`src/rtl/bcd_digit_validator.sv`:
```
// BCD digit validator: flags packed nibbles above 9 combinationally, and also
// registers the flags with a valid strobe, a sticky error bit and a saturating error counter.
module bcd_digit_validator #(
  parameter int DIGITS = 1,
  parameter int CNT_W  = 8
) (
  input  logic                clk,
  input  logic                rst,
  input  logic                in_valid,
  input  logic [0:4*DIGITS-1] bcd_in,
  output logic [0:DIGITS-1]   comb_err,
  output logic                out_valid,
  output logic [0:DIGITS-1]   digit_err,
  output logic                any_err,
  output logic                sticky_err,
  output logic [CNT_W-1:0]    err_count
);

  logic word_err;

  // Digit k is bcd_in[4k:4k+3] with bit 4k as its MSB; values 0xA..0xF are invalid.
  for (genvar k = 0; k < DIGITS; k++) begin : g_digit
    logic [3:0] nib;
    assign nib         = bcd_in[4*k +: 4];
    assign comb_err[k] = nib[3] & (nib[2] | nib[1]);
  end

  assign word_err = |comb_err;

  always_ff @(posedge clk) begin
    if (rst) begin
      out_valid  <= 1'b0;
      digit_err  <= '0;
      any_err    <= 1'b0;
      sticky_err <= 1'b0;
      err_count  <= '0;
    end else if (in_valid) begin
      out_valid <= 1'b1;
      digit_err <= comb_err;
      any_err   <= word_err;
      // Each bad word counts once, no matter how many of its digits are invalid.
      if (word_err) begin
        sticky_err <= 1'b1;
        if (err_count != {CNT_W{1'b1}}) begin
          err_count <= err_count + 1'b1;
        end
      end
    end else begin
      out_valid <= 1'b0;
    end
  end

endmodule

```
`config.mk`:
```
export PLATFORM = sky130hd
export DESIGN_NAME = bcd_digit_validator
export DESIGN_NICKNAME = d
export VERILOG_FILES = /design/src/rtl/bcd_digit_validator.sv
export SDC_FILE = /design/constraint.sdc
export NUM_CORES = 1
export LEC_CHECK = 0
export ABC_AREA = 1
export CORE_AREA = 5 5 43 45
export DETAILED_ROUTE_END_ITERATION = 8
export DIE_AREA = 0 0 48 50
export GPL_ROUTABILITY_DRIVEN = 0
export PLACE_DENSITY = 0.75
export SYNTH_ARGS = -nofsm -noshare
export SYNTH_HDL_FRONTEND = slang
export SYNTH_SLANG_ARGS = --single-unit
```
`constraint.sdc`:
```
create_clock -name clk -period 4.2 [get_ports clk]
set_clock_uncertainty 0.15 [all_clocks]
set_input_delay 0.63 -clock clk [delete_from_list [all_inputs] [get_ports clk]]
set_output_delay 0.63 -clock clk [all_outputs]
set_load 0.02 [all_outputs]
```
==> results.json <==
{
  "end_kind": "output pin",
  "synth.largest_area_cell": "dfxtp_1",
  "core-area_mm2": 0.001436,
  "grt_pass1_wl_um": 2214,
  "cts_inserted_buffers": 3,
  "final_cells": 121,
  "r2r_start": "err_count[0]",
  "first_global_vias": 516,
  "post_cts_buffers": 0,
  "clk_pin_slew_ns": 0.08,
  "drv_cap": 0,
  "grt_util_all_layers_pct": 12.75,
  "slowest_stage": "clkdlybuf4s50_1",
  "fin_tns_setup_ns": 0,
  "netlist.area_leader.share_pct": 37.21,
  "grt-ovfl-total": 0,
  "fmax_ghz": 0.3793,
  "final_cell_area_um2": 799.5,
  "whs_ns": 0.3183,
  "wl_per_cell_um": 10.96,
  "worstHoldStart": "sticky_err",
  "grt_max_degree": 16,
  "p_per_area_mw_per_mm2": 263.7,
  "required_ns": 3.42,
  "die_w_um": 48,
  "h-tree-depth": 1,
  "synth.cell_area_um2": 591.8,
  "synth_area_leaders": "dfxtp_1 (37%), nand2_1 (13%), nand3_1 (7.6%), nor2_1 (7.6%), inv_1 (6.3%)",
  "drc": 0,
  "cts_num_sinks": 11,
  "cts_hold_repair.buffers": 0,
  "area_growth_pct": 35.10,
  "rsz0062_at_grt": "no",
  "fin_util_pct": 55.66,
  "vias": 598,
  "row_count": 14,
  "cts_tree": "yes",
  "final_max_slew_viol_count": 0,
  "arrival_ns": 1.86,
  "syn_area_per_cell_um2": 6.963,
  "finalHoldViolations": 0,
  "post_drt_via_cell_ratio": 4.942,
  "die_area_mm2": 0.002400,
  "crit_chain": "clkdlybuf4s50_1 > inv_1 > nor2_1 > clkdlybuf4s50_1",
  "hold_depth": 1,
  "cts_resized": 0,
  "path_class": "input pin to output pin",
  "synth.distinct_cells": 19,
  "critPathMaxStageDelay_ns": 0.61,
  "antenna_left": 0,
  "period_share_pct": 62.76,
  "insertion_delay_ns": 0.27,
  "io_pins": 20,
  "r2r_end": "err_count[4]",
  "dieHeight_um": 50,
  "synth_nets": 93,
  "startpoint_type": "input pin",
  "hpwl_um": 1004,
  "wl_um": 1326,
  "critPathMaxFanout": 2,
  "period_needed_ns": 2.636,
  "cts-root-buf": "clkbuf_4",
  "drt_iter0_markers": 7,
  "holdCritPathClass": "register to register",
  "synthCells": 85,
  "drive_gt1_share_pct": 9.524,
  "clock_path_buffers": 2,
  "rr_worst_depth": 7,
  "antenna_cells": 0,
  "fin_nets": 114,
  "yosysWarningCount": 0,
  "finalSetupViolations": 0,
  "slew_headroom_pct": 62.53,
  "antenna_found_initial": 0,
  "crit_top_cell": "clkdlybuf4s50_1",
  "ir_drop_uv": 140.1,
  "placedCellCount": 117,
  "yosysSeqAreaShare_pct": 37.21,
  "synth_seq_cells": 11,
  "holdPathEnd": "sticky_err",
  "start_util_pct": 41.20,
  "placed_cell_area_um2": 773.2,
  "io_buffers": 18,
  "r2r_slack_ns": 2.69,
  "leakagePower_nw": 0.3271,
  "dr.pass1.iters": 4,
  "status": "completed",
  "worst_pin_slew_ns": 0.5602
}
[report_power, final]
group | total, mW | switching [mW] | internal, mW
combinational | 0.0274 | 0.0141 | 0.0132
clock | 0.0746 | 0.0378 | 0.0368
sequential | 0.109 | 0.00208 | 0.107
[worst max-delay path, delay by kind of cell]
family | cells | cell delay (ns)
buffers and inverters | 3 | 1.13
AND/OR/NAND/NOR | 1 | 0.10
[stage by stage]
step | power (mW) | setup slack (ns)
floorplan | 0.1260 | 2.433
global placement | 0.1385 | 1.567
detailed placement | 0.1388 | 1.547
CTS | 0.2110 | 1.551
global route | 0.2181 | 1.533
finish | 0.2108 | 1.564
[flip-flops by register name (all words and copies together) (netlist names)]
signal	cells
any_err	1
sticky_err	1
err_count	8
out_valid	1
[metal layers]
metal	track usage (%)	vias up	wire length, um
met2	18.28	10	617
met1	16.81	274	608
li1	-	310	-
met3	2.182	4	61
met5	0	-	0
met4	8.072	0	38
[cells by family after synthesis]
group	after synthesis	synth area share, %
xor gates and xnor gates	1	1.480
AOI/OAI and AO/OA	9	8.668
DFF	11	37.21
buffers and inverters	13	10.15
adders and majority gates	1	2.114
and+or+nand+nor	50	40.38
[cell type report]
cell class	count	area, um^2
fill	139	636.9
inverter	11	41.29
multi-input combinational	61	311.5
timing repair buffer	18	180.2
sequential	11	220.2
clock buffer	4	26.28
tap	16	20.02
[Yosys cell counts (all sizes together)]
cell / number
a21oi: 7
buf: 2
dfxtp: 11
ha: 1
inv: 11
nand2: 24
nand3: 9
nand4: 3
nor2: 13
nor3: 1
o21a: 1
o21ai: 1
xor2: 1
[how the worst max path moves through the flow]
stage,end,startpoint,cells past startpoint
after floorplan,comb_err,bcd_in[0],2
after global placement,comb_err,bcd_in[0],4
after detailed placement,comb_err,bcd_in[0],4
after CTS,comb_err,bcd_in[0],4
after global routing,comb_err,bcd_in[2],4
final,comb_err,bcd_in[0],4
[cell usage in the layout (no fill, tap or decap), types with 2 or more instances in the layout]
cell type / n
a21oi_1: 6
nand2_1: 21
clkdlybuf4s50_1: 18
nor2_1: 12
nand3_1: 9
inv_1: 10
clkbuf_4: 3
nand4_1: 3
nand2_2: 2
dfxtp_1: 11
Power figures use the tool's default switching activity.
==> RTL edit 1, RTL diff (same flow settings) <==
The parameter `CNT_W` goes from 8 to 12.
--- a/src/rtl/bcd_digit_validator.sv
+++ b/src/rtl/bcd_digit_validator.sv
@@ -3,5 +3,5 @@
 module bcd_digit_validator #(
   parameter int DIGITS = 1,
-  parameter int CNT_W  = 8
+  parameter int CNT_W  = 12
 ) (
   input  logic                clk,
Ports: changed (resized err_count); port bits go from 20 to 24. No check against the original RTL was run, so the function may have changed too.
==> RTL edit 1 against the original RTL <==
Combinational power increased by 16%. Fmax decreased by 0.73%. Sequential cell count increased by 4. First-iteration DRC count increased to 3.4 times the old value. Worst setup slack got worse by 0.019 ns. Worst hold slack got worse by 0.0036 ns. Wire length increased by 36%. Global-route usage increased by 4.9 points. Sequential share of layout area increased by 0.76 points. Critical path depth unchanged. Total power increased by 27%. Final area increased by 33%. Area after synthesis increased by 38%.
==> RTL edit 1: results <==
group,metric,value,unit
final_layout,largest_register,"err_count",
detailed_routing,vias,824,
worst_setup_path,max_stage_delay,0.60,ns
worst_setup_path,crit_family,"buffers and inverters",
logic_synthesis,synthCells,125,
pwr,ir_drop,0.000205,V
final_layout,antenna_cells,0,
clock_tree,clkTransAtPathRegs,0.10,ns
worst_setup_path,critical_path_arrival,1.88,ns
sta,slew_headroom,0.775,
clock_tree,post_cts_resized,0,
final_layout,largest_reg_flops,12,
grt,grt_pass1_vias,760,
clock_tree,cts_buffer_depth,2,
detailed_routing,first_pass_iters,4,
worst_setup_path,cp_slowest_cell,"clkdlybuf4s50_1",
final_layout,drive_gt1_frac,0.101,
worst_hold_path,hold_path_class,"reg -> reg",
final_layout,final_cells,164,
run_status,status,"completed",
detailed_routing,wl_per_cell,11.0,microns
pwr,leakage,0.000400,uW
place,port_buffers,22,
grt,antenna_found_initial,0,
logic_synthesis,synth_common_cells,"nand2_1, nor2_1, inv_1",
worst_setup_path,worst-path-max-fanout,2,
place,dpl.hpwl,1350,microns
clock_tree,post_cts_buffers,0,
clock_tree,numCtsBuffers,3,
clock_tree,clkLatencyLatePin,0.30,ns
grt,track_usage,0.177,
clock_tree,clockRootBuffer,"clkbuf_4",
grt,grt_max_degree,14,
logic_synthesis,ys_warn_count,0,
clock_tree,htreeDepth,1,
logic_synthesis,yosysUniqueCellTypes,19,
logic_synthesis,synthArstFlopShare,0,
place,post-place-ws,1.53,ns
logic_synthesis,ys_top_cells_by_area,"dfxtp_1, nand2_1, nor2_1",
detailed_routing,drtIter0Drc,24,
logic_synthesis,synth.yosys.seq_area_share,0.366,
grt,grt_pass1_wl,3170,microns
-- RTL edit 1: cell count changes in the layout (fill, tap and decap cells not counted), moves of 2 or more --
| cell | before | now |
|---|---|---|
| nor2_1 | 12 | 25 |
| inv_1 | 10 | 17 |
| nand2_1 | 21 | 27 |
| clkdlybuf4s50_1 | 18 | 22 |
| dfxtp_1 | 11 | 15 |
| nor2_2 | 0 | 4 |
| nand3_2 | 0 | 3 |
| o21ai_0 | 1 | 4 |
| a31oi_1 | 0 | 2 |
-- RTL edit 1: worst reg2reg max path: cells and delay by family, from the launching register on --
kind                     cells  cell delay [ns]
AND/OR/NAND/NOR              6             0.87
adder cells (fa/ha/maj)      1             0.18
flip-flops                   1             0.40
buffers and inverters        1             0.08
-- RTL edit 1: through the flow --
stage / power (uW) / instance area (sq um)
6_report: 268 / 1060
5_1_grt: 283 / 1060
4_1_cts: 267 / 1060
2_1_floorplan: 168 / 820
3_3_place_gp: 182 / 1030
3_5_place_dp: 182 / 1030
-- RTL edit 1: area by class of cell --
class / instances / area, sq um
flip-flops and latches: 15 / 300
fillers: 124 / 375
clock buffers: 3 / 22.5
repair buffers: 22 / 220
clock inverters: 1 / 5.00
well taps: 16 / 20.0
inverters: 18 / 67.6
multi-input cells: 89 / 425
-- RTL edit 1: path summary, 6_finish.rpt --
path / to / depth (start not counted) / slack (ns) / start
max: comb_err / 4 / 1.54 / bcd_in[0]
min reg2reg: err_count[10] / 2 / 0.31 / err_count[10]
min: err_count[10] / 2 / 0.31 / err_count[10]
max reg2reg: err_count[0] / 8 / 2.41 / err_count[0]
-- RTL edit 1: power by group --
part           internal, uW  total, uW  switching (uW)
registers               145        147            2.11
clock network          35.5       89.3            53.8
logic                  14.8       31.8            17.0
-- RTL edit 1: metal layers --
layer | global-route usage | wire length, microns | up-vias
li1 | - | - | 439
met1 | 0.233 | 820 | 357
met2 | 0.282 | 862 | 23
met3 | 0.0218 | 85 | 5
met4 | 0.0673 | 38 | 0
met5 | 0 | 0 | -
-- RTL edit 1: cell families (layout without fill, tap and decap cells) --
kind of cell,count (synthesis),count (layout),share of synthesized area
buffers and inverters,21,44,0.115
and+or+nand+nor,74,74,0.412
DFF,15,15,0.366
adders and majority gates,1,1,0.0153
AOI/OAI and AO/OA,14,14,0.0916
==> RTL edit 2, RTL diff (config.mk and constraints unchanged) <==
Without the edit above. Add an input register stage for `in_valid` and `bcd_in`, cleared by the reset; this delays them by one clock.
--- a/src/rtl/bcd_digit_validator.sv
+++ b/src/rtl/bcd_digit_validator.sv
@@ -17,4 +17,17 @@
 );
 
+  logic in_valid_q;
+  logic [0:4*DIGITS-1] bcd_q;
+
+  always_ff @(posedge clk) begin
+    if (rst) begin
+      in_valid_q <= '0;
+      bcd_q      <= '0;
+    end else begin
+      in_valid_q <= in_valid;
+      bcd_q      <= bcd_in;
+    end
+  end
+
   logic word_err;
 
@@ -22,5 +35,5 @@
   for (genvar k = 0; k < DIGITS; k++) begin : g_digit
     logic [3:0] nib;
-    assign nib         = bcd_in[4*k +: 4];
+    assign nib         = bcd_q[4*k +: 4];
     assign comb_err[k] = nib[3] & (nib[2] | nib[1]);
   end
@@ -35,5 +48,5 @@
       sticky_err <= 1'b0;
       err_count  <= '0;
-    end else if (in_valid) begin
+    end else if (in_valid_q) begin
       out_valid <= 1'b1;
       digit_err <= comb_err;
Behaviour: not the same (Yosys sat finds a counterexample within 4 cycles, from zero or initial values and one cycle with rst high).
==> RTL edit 2 against the original RTL <==
Final area rose by 15%. Synthesized cell count rose by 13%. Wire length rose by 3.2%. Sequential cell count rose by 4. Via count rose by 8.0%. Area after synthesis rose by 19%. Worst setup slack improved by 0.42 ns. Total power rose by 18%.
==> RTL edit 2: results <==
group,metric,value,unit
place,dpl.hpwl,1020,microns
logic_synthesis,yosys.area_share.xor_xnor,0.0125,
logic_synthesis,synth_common_cells,"nand2_1, dfxtp_1, inv_1, nor2_1, nand3_1",
clock_tree,post_cts_resized,0,
clock_tree,numCtsBuffers,3,
logic_synthesis,yosysUniqueCellTypes,21,
run_status,status,"completed",
detailed_routing,wl_per_cell,10.4,microns
logic_synthesis,synth.yosys.seq_area_share,0.428,
worst_setup_path,worst-path-max-fanout,2,
worst_setup_path,max_stage_delay,0.54,ns
grt,grt_pass1_wl,2360,microns
grt,track_usage,0.142,
detailed_routing,routed_via_density,4.89,
logic_synthesis,synth-adder-area-share,0.0178,
worst_setup_path,critical_path_arrival,1.44,ns
sta,tightest_slew,0.461,ns
clock_tree,clkLatencyLatePin,0.29,ns
pwr,ir_drop,0.000174,V
logic_synthesis,ys_warn_count,0,
logic_synthesis,synth_compound_area_frac,0.0749,
grt,grt_max_degree,13,
pwr,leakage,0.000384,uW
logic_synthesis,mappedNetlistNets,104,
final_layout,drive_gt1_frac,0.0948,
final_layout,nNetsFinal,125,
grt,grt_pass1_vias,560,
logic_synthesis,ys_top_cells_by_area,"dfxtp_1, nand2_1, inv_1",
place,dpl_cell_area,891,sq um
detailed_routing,drtIter0Drc,6,
## RTL edit 2: worst paths after layout
kind                 from  cells past startpoint           end  slack [ns]
max              bcd_q[2]                      3      comb_err        1.98
min            sticky_err                      1    sticky_err        0.32
max reg2reg  err_count[0]                      7  err_count[3]        2.70
min reg2reg    sticky_err                      1    sticky_err        0.32
## RTL edit 2: kinds of logic after synthesis
family / after synthesis
compound gates: 10
xor+xnor: 1
fa+ha+maj: 1
simple gates: 51
buf+inv: 18
flops: 15
## RTL edit 2: where the power goes
| part | switching [uW] | internal [uW] | leakage (uW) |
|---|---|---|---|
| clock network | 45.4 | 36.9 | 0.0000150 |
| logic | 9.80 | 9.18 | 0.000247 |
| registers | 1.56 | 145 | 0.000122 |
| total | 56.8 | 191 | 0.000384 |
## RTL edit 2: metal layers
layer,wire [microns],vias up,global-route usage,share of wire
met5,0,-,0,0
met4,54,0,0.108,0.039
met3,85,5,0.0436,0.062
met2,623,14,0.198,0.46
met1,605,288,0.172,0.44
li1,-,339,-,-
## RTL edit 2: metrics by stage
stage / std cells / hold slack, ns / setup WS, ns / power (uW)
floorplan: 96 / 0.307 / 2.70 / 160
global placement: 128 / 0.300 / 2.23 / 169
detailed placement: 128 / 0.305 / 2.22 / 169
CTS: 132 / 0.326 / 1.96 / 253
global route: 132 / 0.362 / 1.91 / 262
finish: 132 / 0.317 / 1.98 / 248
## RTL edit 2: layout make-up
class                      instances  area (sq um)
multi-input combinational         63           330
fill                             131           519
clock buffer                       4          26.3
timing repair buffer              18           180
sequential                        15           300
tap                               16          20.0
inverter                          16          60.1
